`src/rtl/display_scan_ctrl.sv`:
```
// Time-multiplexed six-digit scan controller feeding one shared BCD-to-7-segment decoder.
// Each slot is GUARD dark cycles followed by the selected digit lit for the rest of the slot.
module display_scan_ctrl #(
    parameter int CLK_HZ   = 50_000_000,
    parameter int SCAN_HZ  = 6_000,
    parameter int GUARD    = 4,
    parameter int BLINK_HZ = 2,
    parameter int N_DIGITS = 6
) (
    input  logic                  clk,
    input  logic                  reset,
    input  logic                  scan_enable,
    input  logic [4*N_DIGITS-1:0] scan_digits_in,
    input  logic [N_DIGITS-1:0]   scan_blink_mask,
    input  logic                  scan_blank_lz,
    input  logic                  scan_colon_en,
    output logic [3:0]            scan_bcd_out,
    output logic [N_DIGITS-1:0]   scan_anode_n,
    output logic                  scan_dp_n,
    output logic                  scan_frame_start
);

    localparam int DIV       = CLK_HZ / SCAN_HZ;
    localparam int BLINK_DIV = CLK_HZ / (2 * BLINK_HZ);
    localparam int SLOT_W    = (DIV > 1) ? $clog2(DIV) : 1;
    localparam int BLINK_W   = (BLINK_DIV > 1) ? $clog2(BLINK_DIV) : 1;
    localparam int IDX_W     = (N_DIGITS > 1) ? $clog2(N_DIGITS) : 1;

    localparam logic [SLOT_W-1:0]  SLOT_LAST  = SLOT_W'(DIV - 1);
    localparam logic [SLOT_W-1:0]  GUARD_LAST = SLOT_W'(GUARD - 1);
    localparam logic [BLINK_W-1:0] BLINK_LAST = BLINK_W'(BLINK_DIV - 1);
    localparam logic [IDX_W-1:0]   IDX_LAST   = IDX_W'(N_DIGITS - 1);
    localparam logic [3:0]         CODE_BLANK = 4'hF;

    typedef enum logic [1:0] {
        ST_OFF   = 2'd0,
        ST_GUARD = 2'd1,
        ST_SHOW  = 2'd2
    } state_t;

    state_t                state_q, state_d;
    logic [SLOT_W-1:0]     slot_q, slot_d;
    logic [IDX_W-1:0]      idx_q, idx_d;
    logic [BLINK_W-1:0]    blink_cnt_q, blink_cnt_d;
    logic                  phase_q, phase_d;
    logic [4*N_DIGITS-1:0] snap_digits_q, snap_digits_d;
    logic [N_DIGITS-1:0]   snap_mask_q, snap_mask_d;
    logic                  snap_lz_q, snap_lz_d;
    logic                  snap_colon_q, snap_colon_d;
    logic [3:0]            bcd_q, bcd_d;
    logic [N_DIGITS-1:0]   anode_n_q, anode_n_d;
    logic                  dp_n_q, dp_n_d;
    logic                  frame_start_q, frame_start_d;
    logic                  load_snap;
    logic [N_DIGITS-1:0]   lz_blank;

    // A digit is suppressed when it and every more-significant digit are zero; digit 0 always shows.
    function automatic logic [N_DIGITS-1:0] calc_lz_blank(
        input logic [4*N_DIGITS-1:0] digits,
        input logic                  enable
    );
        logic all_zero;
        calc_lz_blank = '0;
        all_zero      = 1'b1;
        for (int i = N_DIGITS - 1; i >= 1; i--) begin
            all_zero         = all_zero & (digits[4*i +: 4] == 4'd0);
            calc_lz_blank[i] = enable & all_zero;
        end
    endfunction

    assign lz_blank = calc_lz_blank(snap_digits_q, snap_lz_q);

    always_comb begin
        state_d       = state_q;
        slot_d        = slot_q;
        idx_d         = idx_q;
        blink_cnt_d   = blink_cnt_q + 1'b1;
        phase_d       = phase_q;
        snap_digits_d = snap_digits_q;
        snap_mask_d   = snap_mask_q;
        snap_lz_d     = snap_lz_q;
        snap_colon_d  = snap_colon_q;
        frame_start_d = 1'b0;
        load_snap     = 1'b0;

        // Blink phase free-runs regardless of scanning so the rate stays steady across enables.
        if (blink_cnt_q == BLINK_LAST) begin
            blink_cnt_d = '0;
            phase_d     = ~phase_q;
        end

        if (!scan_enable) begin
            state_d = ST_OFF;
            slot_d  = '0;
            idx_d   = '0;
        end else begin
            case (state_q)
                ST_OFF: begin
                    state_d   = ST_GUARD;
                    slot_d    = '0;
                    idx_d     = '0;
                    load_snap = 1'b1;
                end
                ST_GUARD: begin
                    slot_d = slot_q + 1'b1;
                    if (slot_q == GUARD_LAST) begin
                        state_d = ST_SHOW;
                    end
                end
                ST_SHOW: begin
                    if (slot_q == SLOT_LAST) begin
                        slot_d  = '0;
                        state_d = ST_GUARD;
                        if (idx_q == IDX_LAST) begin
                            idx_d     = '0;
                            load_snap = 1'b1;
                        end else begin
                            idx_d = idx_q + 1'b1;
                        end
                    end else begin
                        slot_d = slot_q + 1'b1;
                    end
                end
                default: begin
                    state_d = ST_OFF;
                    slot_d  = '0;
                    idx_d   = '0;
                end
            endcase
        end

        if (load_snap) begin
            snap_digits_d = scan_digits_in;
            snap_mask_d   = scan_blink_mask;
            snap_lz_d     = scan_blank_lz;
            snap_colon_d  = scan_colon_en;
            frame_start_d = 1'b1;
        end

        // Outputs are computed from next-state values so the registered pins line up with the state.
        bcd_d     = CODE_BLANK;
        anode_n_d = '1;
        dp_n_d    = 1'b1;
        if (state_d == ST_SHOW) begin
            for (int i = 0; i < N_DIGITS; i++) begin
                if (idx_d == IDX_W'(i)) begin
                    anode_n_d[i] = 1'b0;
                    if (lz_blank[i] || (snap_mask_q[i] && phase_d)) begin
                        bcd_d = CODE_BLANK;
                    end else begin
                        bcd_d = snap_digits_q[4*i +: 4];
                    end
                end
            end
            dp_n_d = ~(snap_colon_q && ((idx_d == IDX_W'(2)) || (idx_d == IDX_W'(4))));
        end
    end

    always_ff @(posedge clk) begin
        if (reset) begin
            state_q       <= ST_OFF;
            slot_q        <= '0;
            idx_q         <= '0;
            blink_cnt_q   <= '0;
            phase_q       <= 1'b0;
            snap_digits_q <= '0;
            snap_mask_q   <= '0;
            snap_lz_q     <= 1'b0;
            snap_colon_q  <= 1'b0;
            bcd_q         <= CODE_BLANK;
            anode_n_q     <= '1;
            dp_n_q        <= 1'b1;
            frame_start_q <= 1'b0;
        end else begin
            state_q       <= state_d;
            slot_q        <= slot_d;
            idx_q         <= idx_d;
            blink_cnt_q   <= blink_cnt_d;
            phase_q       <= phase_d;
            snap_digits_q <= snap_digits_d;
            snap_mask_q   <= snap_mask_d;
            snap_lz_q     <= snap_lz_d;
            snap_colon_q  <= snap_colon_d;
            bcd_q         <= bcd_d;
            anode_n_q     <= anode_n_d;
            dp_n_q        <= dp_n_d;
            frame_start_q <= frame_start_d;
        end
    end

    assign scan_bcd_out     = bcd_q;
    assign scan_anode_n     = anode_n_q;
    assign scan_dp_n        = dp_n_q;
    assign scan_frame_start = frame_start_q;

endmodule
```
`config.mk`:
```
export PLATFORM = sky130hd
export DESIGN_NAME = display_scan_ctrl
export DESIGN_NICKNAME = d
export VERILOG_FILES = /design/src/rtl/display_scan_ctrl.sv
export SDC_FILE = /design/constraint.sdc
export NUM_CORES = 1
export LEC_CHECK = 0
export ABC_AREA = 0
export BUFFER_PORTS_ARGS = -buffer_cell sky130_fd_sc_hd__buf_2
export CAP_MARGIN = 20
export CORE_MARGIN = 5
export CORE_UTILIZATION = 30
export CTS_CLUSTER_SIZE = 12
export DETAILED_ROUTE_END_ITERATION = 10
export HOLD_SLACK_MARGIN = 0.06
export PLACE_DENSITY_LB_ADDON = 0.12
export SLEW_MARGIN = 20
export SYNTH_ARGS = -nofsm -noshare
export SYNTH_HDL_FRONTEND = slang
export SYNTH_SLANG_ARGS = --single-unit
```
`constraint.sdc`:
```
create_clock -name clk -period 3.9 [get_ports clk]
set_input_delay 0.39 -clock clk [delete_from_list [all_inputs] [get_ports clk]]
set_output_delay 0.39 -clock clk [all_outputs]
set_load 0.02 [all_outputs]
```
# Word level (Yosys, flattened, before mapping)
# Cells that the tools add are included.
[op_classes] n_addsub=3 eq_ne=12 mux=34 bitwise=13 n_reduce_logical=23
[ops] operator="4-bit two-way mux" count=12
[ops] operator="14-bit case mux with 2 select lines" count=1
[ops] operator="24-bit by 1-bit adder with 24-bit output (second input constant)" count=1
[ops] operator="24-bit equality test (second input constant)" count=1
[ops] operator="4-bit logical NOT" count=5
[ops] operator="14-bit by 1-bit adder with 14-bit output (second input constant)" count=1
[ops] operator="14-bit equality test (second input constant)" count=1
[ops] operator="14-bit by 2-bit equality test with 1-bit output (second input constant)" count=1
[ops] operator="14-bit two-way mux" count=1
[ops] operator="1-bit two-way mux" count=11
[ops] operator="1-bit bitwise AND" count=9
[ops] operator="3-bit equality test (second input constant)" count=3
[ops] operator="3-bit two-way mux" count=3
[ops] operator="1-bit logical AND" count=7
[ops] operator="3-bit by 2-bit equality test with 1-bit output (second input constant)" count=2
[ops] operator="1-bit logical OR" count=6
[ops] operator="2-bit two-way mux" count=3
[ops] operator="2-bit case mux with 3 select lines" count=1
[ops] operator="3-bit case mux with 2 select lines" count=1
[ops] operator="2-bit OR reduction" count=3
[ops] operator="2-bit equality test (second input constant)" count=2
[ops] operator="1-bit NOT" count=4
[ops] operator="3-bit by 1-bit adder with 3-bit output (second input constant)" count=1
[ops] operator="3-bit by 1-bit equality test with 1-bit output (second input constant)" count=1
[ops] operator="other kinds (4)" count=4
[word_totals] ff_bits=88 inputBits=35 output_inout_bits=12 wordCells=98

# Longest topological paths before layout
# Gate-level depths: netlist (run 1).
[depth] depth_word=13 depth_mapped=12 mapped_depth_nobuf=9

# Least setup slack after synthesis (run 1)
# OpenSTA, ideal clock, no wires.
[synth_timing] kind="register to register" from="register slot_q[0]" to="register bcd_q[3] (netlist: scan_bcd_out[3])" setup_time_ns=0.135 arrival_time_ns=2.679 required_time_ns=3.765 setup_slack_ns=1.085 stages_incl_launch_ff=13 n_path_buf=3 period_less_slack_ns=2.815 path_cell_list="dfxtp_1 -> inv_1 -> ha_1 -> and4_1 -> and4_1 -> buf_4 -> o21ba_2 -> a211o_1 -> buf_2 -> or4_1 -> clkbuf_2 -> a2111oi_0 -> a311oi_1"
[synth_between] elab_chain_cells=11 elab_cells_between_ends=24 classes_between="eq/ne (8); mux (13); bitwise (1); reduce/logical (2)"
[synth_rtl] element="start: declaration" line_no="42" text="logic [SLOT_W-1:0] slot_q, slot_d;"
[synth_rtl] element="start signal: assignment" line_no="176" text="slot_q <= slot_d;"
[synth_rtl] element="14-bit equality test" line_no="111" text="if (slot_q == SLOT_LAST) begin"
[synth_rtl] element="3-bit two-way mux" line_no="111"
[synth_rtl] element="3-bit case mux with 2 select lines" line_no="97" text="case (state_q)"
[synth_rtl] element="3-bit two-way mux" line_no="92" text="if (!scan_enable) begin"
[synth_rtl] element="3-bit logical NOT" line_no="146" text="if (idx_d == IDX_W'(i)) begin"
[synth_rtl] element="4-bit two-way mux (6 in a row)" line_no="146"
[synth_rtl] element="end signal: assignment" line_no="170" text="bcd_q <= CODE_BLANK;"
[synth_rtl] element="end signal: assignment" line_no="184" text="bcd_q <= bcd_d;"
[synth_rtl] element="end: declaration" line_no="50" text="logic [3:0] bcd_q, bcd_d;"
# Several ways; a longest one is shown, not always the timed one.
# A chain may end at the register's enable or synchronous reset.

# Worst setup path in the final report (run 1)
[layout_timing] from="register slot_q[0]" to="register bcd_q[0] (netlist: scan_bcd_out[0])"
# Same word-level chain as after synthesis.

==> results_tabular.tex, run 1 <==
\begin{tabular}{lr}
\hline
Metric & Value \\
\hline
\multicolumn{2}{l}{\textbf{Setup path}} \\
\quad Worst setup startpoint & slot\_q[0]\$\_SDFF\_PP0\_ \\
\quad CP Data Required Time & 4.11 ns \\
\quad Critical Path Sink Type & register \\
\quad Reg-to-reg slack, setup & 0.82 ns \\
\quad Reg-to-reg endpoint & scan\_bcd\_out[0]\$\_SDFF\_PP1\_ \\
\quad Critical path fanouts, max & 5 \\
\quad Launch instance of the worst register-to-register path & slot\_q[0]\$\_SDFF\_PP0\_ \\
\quad Arrival time worst endpoint & between 3 and 4 ns \\
\quad Critical Path Source Type & register \\
\quad Depth of the worst register-to-register path & 8 \\
\quad Category of the most critical setup path & reg2reg \\
\multicolumn{2}{l}{\textbf{Timing}} \\
\quad Clock tree skew after final layout & between 0.006 and 0.007 ns \\
\quad Unrepaired setup endpoints after global routing & false \\
\quad Final slew viol count & 0 \\
\quad Setup\_tns & 0 ns \\
\quad Post-layout minimum cycle time & $\sim$3 ns \\
\quad Number of endpoints with negative hold slack in the final report & 0 \\
\quad Rel. slew slack & 0.427 \\
\quad Measured slew at the worst slew-check pin & between 0.8 and 0.9 ns \\
\quad Final critical-path share of the clock period & 0.791 \\
\quad Max Clock Freq & $\sim$0.32 GHz \\
\quad Total setup violations reported at the end of the flow & 0 \\
\multicolumn{2}{l}{\textbf{Pwr}} \\
\quad Peak supply drop & about 190 uV \\
\quad Power Density & roughly 430 nW/um\^{}2 \\
\quad Leak pwr & between 1.5 and 2 nW \\
\multicolumn{2}{l}{\textbf{Floorplanning}} \\
\quad Core Area & 12600 um\^{}2 \\
\quad Initial core utilization & 0.306 \\
\quad Width of the die & $\sim$120 um \\
\quad Io pins & 47 \\
\quad Die height & 123 um \\
\quad Total Die Area & roughly 15000 um\^{}2 \\
\quad Standard-cell row count & 41 \\
\multicolumn{2}{l}{\textbf{GRT}} \\
\quad First-pass GRT wire length & roughly 15 mm \\
\quad Vias in the first global route & $\sim$3000 \\
\quad Gr ovfl total & 0 \\
\quad Antenna violations before repair & 0 \\
\quad Pin count of the biggest net entering global routing & 42 \\
\quad Overall track demand over capacity in global routing & 0.124 \\
\multicolumn{2}{l}{\textbf{Worst hold path}} \\
\quad Worst hold stages & 3 \\
\quad Critical hold path startpoint & scan\_digits\_in[12] \\
\quad Sink of the worst hold path & snap\_digits\_q[12]\$\_SDFFE\_PP0P\_ \\
\quad Type of the worst min-delay path & in2reg \\
\multicolumn{2}{l}{\textbf{Logic synthesis}} \\
\quad Cell area after synthesis & $\sim$3900 um\^{}2 \\
\quad Fraction of synthesis flops using an asynchronous set or reset pin & 0 \\
\quad Mean post-synth cell area & 9.14 um\^{}2 \\
\quad Proportion of synthesized chip area in sequential cells & 0.457 \\
\quad Unique masters post-synth & 50 \\
\quad Leading cell types by count after synthesis & 90 x sky130\_fd\_sc\_hd\_\_nor2\_1, 88 x sky130\_fd\_sc\_hd\_\_dfxtp\_1, 34 x sky130\_fd\_sc\_hd\_\_mux2i\_1 \\
\quad Total number of yosys warnings & 0 \\
\quad Synthesized netlist cell count & about 420 \\
\quad Count of flip-flops with a built-in enable after synthesis & 0 \\
\quad Flip-flop and latch count after synthesis & slightly below 90 \\
\quad Share of Yosys cell area claimed by the top area cell type & 0.457 \\
\quad Dominant cell by count in the synthesized netlist & sky130\_fd\_sc\_hd\_\_nor2\_1 \\
\quad Leading cell types by total area after synthesis & sky130\_fd\_sc\_hd\_\_dfxtp\_1 46\%, sky130\_fd\_sc\_hd\_\_mux2i\_1 8.8\%, sky130\_fd\_sc\_hd\_\_nor2\_1 8.8\% \\
\quad Primary flip-flop cell chosen by synthesis mapping & sky130\_fd\_sc\_hd\_\_dfxtp\_1 \\
\quad Post-synthesis cell type with the largest combined area & sky130\_fd\_sc\_hd\_\_dfxtp\_1 \\
\quad Number of nets produced by synthesis & between 400 and 500 \\
\multicolumn{2}{l}{\textbf{CTS}} \\
\quad Clk pin slew, worst setup/hold paths & 0.06 ns \\
\quad Post-cts gate resize count & 0 \\
\quad CTS tree & built \\
\quad Number of hold buffers added after cts & 0 \\
\quad H-tree lvl count & 3 \\
\quad CTS buffer count & 9 \\
\quad Number of sinks on the clock net & a little under 90 \\
\quad Clock tree root driver cell & sky130\_fd\_sc\_hd\_\_clkbuf\_16 \\
\quad Post-CTS Setup Bufs & 0 \\
\quad Maximum number of buffers from clock root to sink & 2 \\
\quad Skew-Pair Late Insertion Delay & $\sim$0.34 ns \\
\multicolumn{2}{l}{\textbf{Cells and area}} \\
\quad FILL cells & 1333 \\
\quad Area added between synthesis and finish & 18.7\% \\
\quad Final non-filler cell total & 642 \\
\quad Share of post-route cells with drive strength above 1 & 0.153 \\
\quad Final layout net count & $\sim$510 \\
\quad Diodes inserted & 0 \\
\multicolumn{2}{l}{\textbf{Routing}} \\
\quad Via count & a little over 3000 \\
\quad Number of nets with antenna violations after routing & 0 \\
\quad Routed vias/inst & 4.73 \\
\quad Number of remaining DRC errors & 0 \\
\quad Pre-Repair DR Iteration Count & 4 \\
\quad Average routed wire per standard cell & approximately 14 um \\
\quad Wirelength, routed & just under 9 mm \\
\quad Violation count after the first detailed-route iteration & about 120 \\
\multicolumn{2}{l}{\textbf{Outcome}} \\
\quad Status & completed \\
\multicolumn{2}{l}{\textbf{Placement}} \\
\quad Port Buffers & 46 \\
\quad Cell count after placement & 626 \\
\quad Post-detailed-placement half-perimeter wirelength & 6.41 mm \\
\quad Routability-driven placement congestion ratio & roughly 0.83 \\
\multicolumn{2}{l}{\textbf{Job}} \\
\quad Number of max-capacitance violations reported & 0 \\
\hline
\end{tabular}
-- flip-flops by register name, indices dropped and copies added (netlist names), 2 cells and up --
signal         cells
slot_q            14
idx_q              3
scan_bcd_out       4
state_q            2
scan_anode_n       6
snap_mask_q        6
blink_cnt_q       24
snap_digits_q     24
-- cell usage in the layout, fill, tap and decap left out, types with 4 or more instances in the layout --
cell type	instances
sky130_fd_sc_hd__dfxtp_1	88
sky130_fd_sc_hd__xnor2_1	13
sky130_fd_sc_hd__nand3_1	16
sky130_fd_sc_hd__ha_1	7
sky130_fd_sc_hd__nand2_1	18
sky130_fd_sc_hd__nor2_1	90
sky130_fd_sc_hd__o21ai_0	4
sky130_fd_sc_hd__inv_1	13
sky130_fd_sc_hd__nor3_1	11
sky130_fd_sc_hd__xor2_1	20
sky130_fd_sc_hd__a21oi_1	9
sky130_fd_sc_hd__a211o_1	5
sky130_fd_sc_hd__nand4_1	8
sky130_fd_sc_hd__or3_1	4
sky130_fd_sc_hd__mux2i_1	34
sky130_fd_sc_hd__clkbuf_16	9
sky130_fd_sc_hd__a2111oi_0	10
sky130_fd_sc_hd__and3_1	5
sky130_fd_sc_hd__buf_2	46
sky130_fd_sc_hd__or4_1	5
-- power by group --
part	switching (mW)	total (mW)	internal (mW)
logic	0.0577	0.109	0.0517
registers	0.0219	0.946	0.924
clock network	0.346	0.904	0.559
total	0.425	1.96	1.53
-- routing by layer --
layer	track usage	up-vias	routed length, um
met4	0.0678	0	253
met5	0	-	0
met2	0.197	50	4000
met1	0.160	1396	4280
met3	0.0220	14	243
li1	-	1578	-
-- kinds of logic (layout without fill, tap and decap cells) --
| logic type | count (synthesis) | after routing | share of synthesized area |
|---|---|---|---|
| and+or+nand+nor | 181 | 181 | 0.228 |
| DFF | 88 | 88 | 0.457 |
| AOI/OAI and AO/OA | 48 | 48 | 0.0960 |
| muxes | 35 | 35 | 0.0911 |
| xor gates and xnor gates | 33 | 33 | 0.0749 |
| buffers and inverters | 30 | 78 | 0.0308 |
| adders and majority gates | 7 | 7 | 0.0227 |
-- critical path, cell delays in order (launching register included) --
cell and delay, ns:
sky130_fd_sc_hd__dfxtp_1 0.37, sky130_fd_sc_hd__ha_1 0.21, sky130_fd_sc_hd__nor4b_1 0.35, sky130_fd_sc_hd__a41oi_1 0.18, sky130_fd_sc_hd__or4_1 0.45, sky130_fd_sc_hd__nand4b_1 0.30, sky130_fd_sc_hd__or4_1 0.56, sky130_fd_sc_hd__a2111oi_0 0.40
sky130_fd_sc_hd__a2111oi_0 0.12
-- final cells by class --
type | count | area [um^2] | share of cell area
clock inverter | 6 | 83.8 | 0.0183
timing repair buffer | 49 | 253 | 0.0552
inverter | 13 | 48.8 | 0.0107
sequential | 88 | 1760 | 0.385
clock buffer | 10 | 229 | 0.0500
multi-input combinational | 304 | 1990 | 0.434
tap | 172 | 215 | 0.0470
-- how the worst max path moves through the flow --
stage / to / slack (ns) / depth (start not counted)
2_1_floorplan: scan_bcd_out[3]$_SDFF_PP1_ / 1.09 / 12
6_report: scan_bcd_out[0]$_SDFF_PP1_ / 0.82 / 8
5_1_grt: scan_bcd_out[0]$_SDFF_PP1_ / 0.56 / 8
3_5_place_dp: scan_bcd_out[0]$_SDFF_PP1_ / 0.88 / 8
4_1_cts: scan_bcd_out[0]$_SDFF_PP1_ / 0.85 / 8
3_3_place_gp: scan_bcd_out[3]$_SDFF_PP1_ / 0.98 / 8
-- stage by stage --
stage | setup WS (ns) | cell area [um^2] | hold slack, ns | power [mW] | util
after global placement | 0.984 | 4270 | 0.423 | 1.08 | 0.338
after CTS | 0.855 | 4580 | 0.267 | 1.99 | 0.363
after floorplan | 1.09 | 3860 | 0.385 | 1.03 | -
final | 0.817 | 4580 | 0.275 | 1.96 | 0.363
after detailed placement | 0.885 | 4270 | 0.401 | 1.08 | 0.338
after global routing | 0.561 | 4580 | 0.278 | 2.04 | 0.363
(Power assumes the default switching activity.)
==> run 2: changes to the inputs <==
==> constraint.sdc (replaced) <==
create_clock -name clk -period 3 [get_ports clk]
set_input_delay 0.3 -clock clk [delete_from_list [all_inputs] [get_ports clk]]
set_output_delay 0.3 -clock clk [all_outputs]
set_load 0.02 [all_outputs]
==> results_tabular.tex, run 2 (synthesis results as in run 1) <==
\begin{tabular}{lr}
\hline
Metric & Value \\
\hline
\multicolumn{2}{l}{\textbf{Routing}} \\
\quad Violation count after the first detailed-route iteration & $\sim$110 \\
\quad Number of remaining DRC errors & 0 \\
\quad Via count & roughly 3100 \\
\quad Pre-Repair DR Iteration Count & 4 \\
\quad Wirelength, routed & about 9 mm \\
\quad Number of nets with antenna violations after routing & 0 \\
\quad Average routed wire per standard cell & between 10 and 15 um \\
\quad Routed vias/inst & around 4.8 \\
\multicolumn{2}{l}{\textbf{Setup path}} \\
\quad Critical Path Sink Type & register \\
\quad Critical Path Source Type & register \\
\quad Crit path buffers/inverters & 0 \\
\quad Slowest Stage Delay on Critical Path & 0.48 ns \\
\quad Series of cell instances along the critical path & ha\_1 > nor4b\_2 > a41oi\_1 > or4\_1 > nand4b\_1 > or4\_4 > a2111oi\_1 > a311oi\_1 \\
\quad CP Data Required Time & 3.21 ns \\
\quad Category of the most critical setup path & reg2reg \\
\quad Critical path's top delay family & simple AND/OR/NAND/NOR gates \\
\quad Critical path fanouts, max & 5 \\
\quad Max stage delay cell, worst path & sky130\_fd\_sc\_hd\_\_or4\_4 \\
\quad Arrival time worst endpoint & 3.00 ns \\
\multicolumn{2}{l}{\textbf{Worst hold path}} \\
\quad Type of the worst min-delay path & in2reg \\
\multicolumn{2}{l}{\textbf{Floorplanning}} \\
\quad Total Die Area & between 15000 and 20000 um\^{}2 \\
\quad Core Area & between 10000 and 15000 um\^{}2 \\
\quad Standard-cell row count & $\sim$40 \\
\quad Width of the die & roughly 120 um \\
\quad Die height & about 120 um \\
\quad Initial core utilization & 0.306 \\
\quad Io pins & 47 \\
\multicolumn{2}{l}{\textbf{Cells and area}} \\
\quad Most common cell after layout, fill and taps aside & sky130\_fd\_sc\_hd\_\_nor2\_1 \\
\quad Final layout net count & just over 500 \\
\quad Area added between synthesis and finish & 20.8\% \\
\quad Share of post-route cells with drive strength above 1 & 0.174 \\
\quad Final non-filler cell total & about 650 \\
\quad Post-Route Utilization & 0.369 \\
\quad Top Registers & blink\_cnt\_q x24, snap\_digits\_q x24, slot\_q x14 \\
\quad Diodes inserted & 0 \\
\quad Top library cells by usage in the layout, fill and taps aside & 90 x sky130\_fd\_sc\_hd\_\_nor2\_1, 88 x sky130\_fd\_sc\_hd\_\_dfxtp\_1, 46 x sky130\_fd\_sc\_hd\_\_buf\_2 \\
\multicolumn{2}{l}{\textbf{Placement}} \\
\quad Routability-driven placement congestion ratio & around 0.80 \\
\quad Cell count after placement & roughly 630 \\
\quad Setup slack after placement & 0.00467 ns \\
\quad Post-detailed-placement half-perimeter wirelength & between 6 and 7 mm \\
\quad Port Buffers & 46 \\
\multicolumn{2}{l}{\textbf{Pwr}} \\
\quad Peak supply drop & 254 uV \\
\quad Power Density & approximately 540 nW/um\^{}2 \\
\quad Leak pwr & 1.81 nW \\
\multicolumn{2}{l}{\textbf{Timing}} \\
\quad Number of endpoints with negative hold slack in the final report & 0 \\
\quad Total setup violations reported at the end of the flow & 0 \\
\quad Final slew viol count & 0 \\
\quad Final critical-path share of the clock period & 0.931 \\
\quad Max Clock Freq & around 0.36 GHz \\
\quad Setup\_tns & 0 ns \\
\quad Rel. slew slack & 0.637 \\
\quad Post-layout minimum cycle time & between 2 and 3 ns \\
\quad Measured slew at the worst slew-check pin & 0.541 ns \\
\quad Clock tree skew after final layout & 0.00818 ns \\
\quad Unrepaired setup endpoints after global routing & false \\
\quad Post-layout worst setup margin & roughly 0.21 ns \\
\multicolumn{2}{l}{\textbf{Job}} \\
\quad Number of max-capacitance violations reported & 0 \\
\multicolumn{2}{l}{\textbf{CTS}} \\
\quad Post-CTS Setup Bufs & 0 \\
\quad CTS buffer count & 9 \\
\quad CTS tree & built \\
\quad Maximum number of buffers from clock root to sink & 2 \\
\quad Clock tree root driver cell & sky130\_fd\_sc\_hd\_\_clkbuf\_16 \\
\quad Skew-Pair Late Insertion Delay & approximately 0.34 ns \\
\quad Clk pin slew, worst setup/hold paths & $\sim$0.07 ns \\
\quad H-tree lvl count & 3 \\
\quad Number of sinks on the clock net & a little under 90 \\
\multicolumn{2}{l}{\textbf{GRT}} \\
\quad Antenna violations before repair & 0 \\
\quad Vias in the first global route & roughly 3000 \\
\quad Pin count of the biggest net entering global routing & 42 \\
\quad Overall track demand over capacity in global routing & 0.126 \\
\quad First-pass GRT wire length & roughly 15 mm \\
\quad Gr ovfl total & 0 \\
\multicolumn{2}{l}{\textbf{Outcome}} \\
\quad Status & completed \\
\hline
\end{tabular}
-- run 2: changes by cell type in the layout (fill, tap and decap cells not counted), sizes merged --
cell / before / now
buf: 49 / 56
bufinv: 2 / 1
clkbuf: 10 / 9
inv: 13 / 15
clkinv: 4 / 1
clkinvlp: 0 / 3
-- run 2: routing by layer --
| metal | global-route usage | share of wire |
|---|---|---|
| met1 | 0.158 | 0.48 |
| met2 | 0.203 | 0.46 |
| met3 | 0.0274 | 0.038 |
| met4 | 0.0644 | 0.025 |
| met5 | 0 | 0 |
-- run 2: repair_timing --
| action | 4_1_cts | 5_1_grt |
|---|---|---|
| gates cloned | 0 | 0 |
| endpoints found under the setup margin | 1 | 4 |
| resized for setup | 1 | 4 |
| hold buffers | 0 | 0 |
-- run 2: area by class of cell --
cell class                      count  area [um^2]
Multi-Input combinational cell    304         2000
Sequential cell                    88         1760
Clock inverter                      7         78.8
Clock buffer                        9          225
Tap cell                          172          215
Timing Repair Buffer               56          325
Inverter                           13         48.8
Fill cell                        1366         7960
-- run 2: worst paths after layout --
path / start / end / slack, ns / depth (start not counted)
worst max-delay path: slot_q[0]$_SDFF_PP0_ / scan_bcd_out[3]$_SDFF_PP1_ / 0.21 / 8
worst min register to register: snap_colon_q$_SDFFE_PP0P_ / scan_dp_n$_SDFF_PP1_ / 0.42 / 1
worst min-delay path: scan_digits_in[12] / snap_digits_q[12]$_SDFFE_PP0P_ / 0.18 / 3
worst max register to register: slot_q[0]$_SDFF_PP0_ / scan_bcd_out[3]$_SDFF_PP1_ / 0.21 / 8
-- run 2: worst min-delay path, cell delays in order --
cell and delay (ns):
sky130_fd_sc_hd__buf_2 0.07, sky130_fd_sc_hd__mux2i_1 0.05, sky130_fd_sc_hd__nor2_1 0.07
-- run 2: metrics by stage --
step                power, mW  instance area (um^2)  hold WS, ns
CTS                      2.55                  4620        0.172
detailed placement       1.40                  4310        0.409
global placement         1.40                  4310        0.422
finish                   2.52                  4660        0.180
floorplan                1.34                  3860        0.385
global route             2.62                  4660        0.191
-- run 2: power by group --
part | internal (mW) | switching, mW | leakage [nW] | total (mW)
logic | 0.0736 | 0.0779 | 0.955 | 0.152
clock network | 0.652 | 0.487 | 0.139 | 1.14
registers | 1.20 | 0.0272 | 0.716 | 1.23
==> run 3: changes to the inputs <==
--- a/config.mk
+++ b/config.mk
@@ -12,6 +12,7 @@
 export CORE_UTILIZATION = 30
 export CTS_CLUSTER_SIZE = 12
 export DETAILED_ROUTE_END_ITERATION = 10
+export GPL_TIMING_DRIVEN = 0
 export HOLD_SLACK_MARGIN = 0.06
 export PLACE_DENSITY_LB_ADDON = 0.12
 export SLEW_MARGIN = 20
==> constraint.sdc (replaced) <==
create_clock -name clk -period 2.37 [get_ports clk]
set_input_delay 0.237 -clock clk [delete_from_list [all_inputs] [get_ports clk]]
set_output_delay 0.237 -clock clk [all_outputs]
set_load 0.02 [all_outputs]
==> results_tabular.tex, run 3 (synthesis results as in run 1) <==
\begin{tabular}{lr}
\hline
Metric & Value \\
\hline
\multicolumn{2}{l}{\textbf{Setup path}} \\
\quad Series of cell instances along the critical path & ha\_4 > nor4b\_4 > a41oi\_1 > or4\_1 > nand4b\_1 > or4\_4 > a2111oi\_4 > a311oi\_1 \\
\quad Critical path fanouts, max & 5 \\
\quad CP Data Required Time & 2.59 ns \\
\quad Critical Path Source Type & register \\
\quad Category of the most critical setup path & reg2reg \\
\quad Slowest Stage Delay on Critical Path & about 0.53 ns \\
\quad Max stage delay cell, worst path & sky130\_fd\_sc\_hd\_\_or4\_4 \\
\quad Critical Path Sink Type & register \\
\quad Arrival time worst endpoint & $\sim$2.8 ns \\
\quad Reg-to-reg slack, setup & -0.22 ns \\
\multicolumn{2}{l}{\textbf{CTS}} \\
\quad Maximum number of buffers from clock root to sink & 2 \\
\quad CTS tree & built \\
\quad Clk pin slew, worst setup/hold paths & 0.07 ns \\
\quad Clock tree root driver cell & sky130\_fd\_sc\_hd\_\_clkbuf\_16 \\
\quad Number of sinks on the clock net & a little under 90 \\
\quad CTS buffer count & 9 \\
\quad Skew-Pair Late Insertion Delay & 0.34 ns \\
\quad H-tree lvl count & 3 \\
\multicolumn{2}{l}{\textbf{Routing}} \\
\quad Violation count after the first detailed-route iteration & roughly 170 \\
\quad Routed vias/inst & 4.79 \\
\quad Via count & around 3200 \\
\quad Pre-Repair DR Iteration Count & 5 \\
\quad Number of nets with antenna violations after routing & 0 \\
\quad Average routed wire per standard cell & approximately 14 um \\
\quad Number of remaining DRC errors & 0 \\
\quad Wirelength, routed & approximately 9.5 mm \\
\multicolumn{2}{l}{\textbf{Placement}} \\
\quad Post-detailed-placement half-perimeter wirelength & around 7.1 mm \\
\quad Port Buffers & 45 \\
\quad Cell area reported after detailed placement & between 4000 and 5000 um\^{}2 \\
\quad Routability-driven placement congestion ratio & approximately 0.8 \\
\quad Setup slack after placement & -1.05 ns \\
\multicolumn{2}{l}{\textbf{Floorplanning}} \\
\quad Die height & between 100 and 150 um \\
\quad Total Die Area & 15200 um\^{}2 \\
\quad Width of the die & $\sim$120 um \\
\quad Standard-cell row count & 41 \\
\quad Io pins & 47 \\
\quad Core Area & 12600 um\^{}2 \\
\quad Initial core utilization & 0.306 \\
\multicolumn{2}{l}{\textbf{Timing}} \\
\quad Post-layout minimum cycle time & $\sim$2.6 ns \\
\quad Number of endpoints with negative hold slack in the final report & 0 \\
\quad Setup\_tns & -0.744 ns \\
\quad Unrepaired setup endpoints after global routing & true \\
\quad Max Clock Freq & roughly 0.39 GHz \\
\quad Clock tree skew after final layout & a little over 0.007 ns \\
\quad Total setup violations reported at the end of the flow & 4 \\
\quad Rel. slew slack & 0.551 \\
\quad Final slew viol count & 0 \\
\quad Measured slew at the worst slew-check pin & roughly 0.67 ns \\
\quad Worst Hold Margin & 0.123 ns \\
\quad Post-layout worst setup margin & -0.223 ns \\
\quad Final critical-path share of the clock period & 1.09 \\
\multicolumn{2}{l}{\textbf{Pwr}} \\
\quad Power Density & around 660 nW/um\^{}2 \\
\quad Total power of the final layout & $\sim$3.2 mW \\
\quad Leak pwr & approximately 1.9 nW \\
\quad Peak supply drop & roughly 340 uV \\
\multicolumn{2}{l}{\textbf{Cells and area}} \\
\quad Layout Cell Area excl Fill & $\sim$4900 um\^{}2 \\
\quad Most common cell after layout, fill and taps aside & sky130\_fd\_sc\_hd\_\_nor2\_1 \\
\quad Multi-input gate area & approximately 2200 um\^{}2 \\
\quad Top library cells by usage in the layout, fill and taps aside & 89 x sky130\_fd\_sc\_hd\_\_nor2\_1, 81 x sky130\_fd\_sc\_hd\_\_dfxtp\_1, 46 x sky130\_fd\_sc\_hd\_\_buf\_2 \\
\quad FF+latch area & roughly 1800 um\^{}2 \\
\quad Top Registers & blink\_cnt\_q x24, snap\_digits\_q x24, slot\_q x14 \\
\quad Final layout net count & 525 \\
\quad Area added between synthesis and finish & 26.3\% \\
\quad FILL cells & 1353 \\
\quad Share of post-route cells with drive strength above 1 & 0.225 \\
\quad Diodes inserted & 0 \\
\multicolumn{2}{l}{\textbf{GRT}} \\
\quad Overall track demand over capacity in global routing & 0.133 \\
\quad GR met1 Demand/Resource & 0.182 \\
\quad Gr ovfl total & 0 \\
\quad First-pass GRT wire length & around 16 mm \\
\quad Vias in the first global route & 3127 \\
\quad Most Crowded Layer GR & met2 \\
\quad Met3 demand-to-capacity share in global routing & 0.0393 \\
\quad Pin count of the biggest net entering global routing & 17 \\
\quad GR Layer Usage met2 & 0.197 \\
\quad Antenna violations before repair & 0 \\
\multicolumn{2}{l}{\textbf{Outcome}} \\
\quad Status & finished with violations \\
\quad Violations in the final reports & setup timing \\
\multicolumn{2}{l}{\textbf{Job}} \\
\quad Number of max-capacitance violations reported & 0 \\
\multicolumn{2}{l}{\textbf{Worst hold path}} \\
\quad Type of the worst min-delay path & in2reg \\
\hline
\end{tabular}
[run 3: layer usage]
layer  part of all wire  up-vias
li1                   -     1624
met1               0.51     1474
met2               0.43       51
met3              0.042       11
met4              0.017        0
met5                  0        -
[run 3: layout make-up]
type                    count  share of cell area
clock inverters             7              0.0159
clock buffers               9              0.0462
multi-input cells         304               0.446
flip-flops and latches     88               0.365
repair buffers             54              0.0601
well taps                 172              0.0441
inverters                  13              0.0100
plain buffers              13              0.0128
[run 3: final timing paths]
kind / start / to / depth (start not counted)
worst max register to register: slot_q[0]$_SDFF_PP0_ / scan_bcd_out[1]$_SDFF_PP1_ / 8
worst min register to register: snap_colon_q$_SDFFE_PP0P_ / scan_dp_n$_SDFF_PP1_ / 1
worst min-delay path: scan_digits_in[11] / snap_digits_q[11]$_SDFFE_PP0P_ / 3
worst max-delay path: slot_q[0]$_SDFF_PP0_ / scan_bcd_out[1]$_SDFF_PP1_ / 8
[run 3: power breakdown]
part | total (mW) | switching (mW) | leakage (nW) | internal (mW)
Clock | 1.43 | 0.606 | 0.147 | 0.827
Combinational | 0.202 | 0.110 | 0.999 | 0.0924
Sequential | 1.56 | 0.0407 | 0.720 | 1.52
[run 3: per-stage QoR]
| stage | util | cells |
|---|---|---|
| after floorplan | - | 422 |
| after global placement | 0.349 | 639 |
| after detailed placement | 0.349 | 639 |
| after CTS | 0.382 | 659 |
| after global routing | 0.386 | 660 |
| final | 0.386 | 660 |
[run 3: timing repair]
action                     in CTS  in global routing
gates resized for setup        26                 17
setup endpoints to repair      42                 40
pin swaps                       5                 11
setup buffers                   6                  3
hold buffers                    0                  0
[run 3: worst max-delay path: cells and delay by family, from the launching register on]
family | cells | cell delay, ns
DFF | 1 | 0.37
and+or+nand+nor | 4 | 1.41
adders and majority gates | 1 | 0.13
AOI/OAI and AO/OA | 3 | 0.54
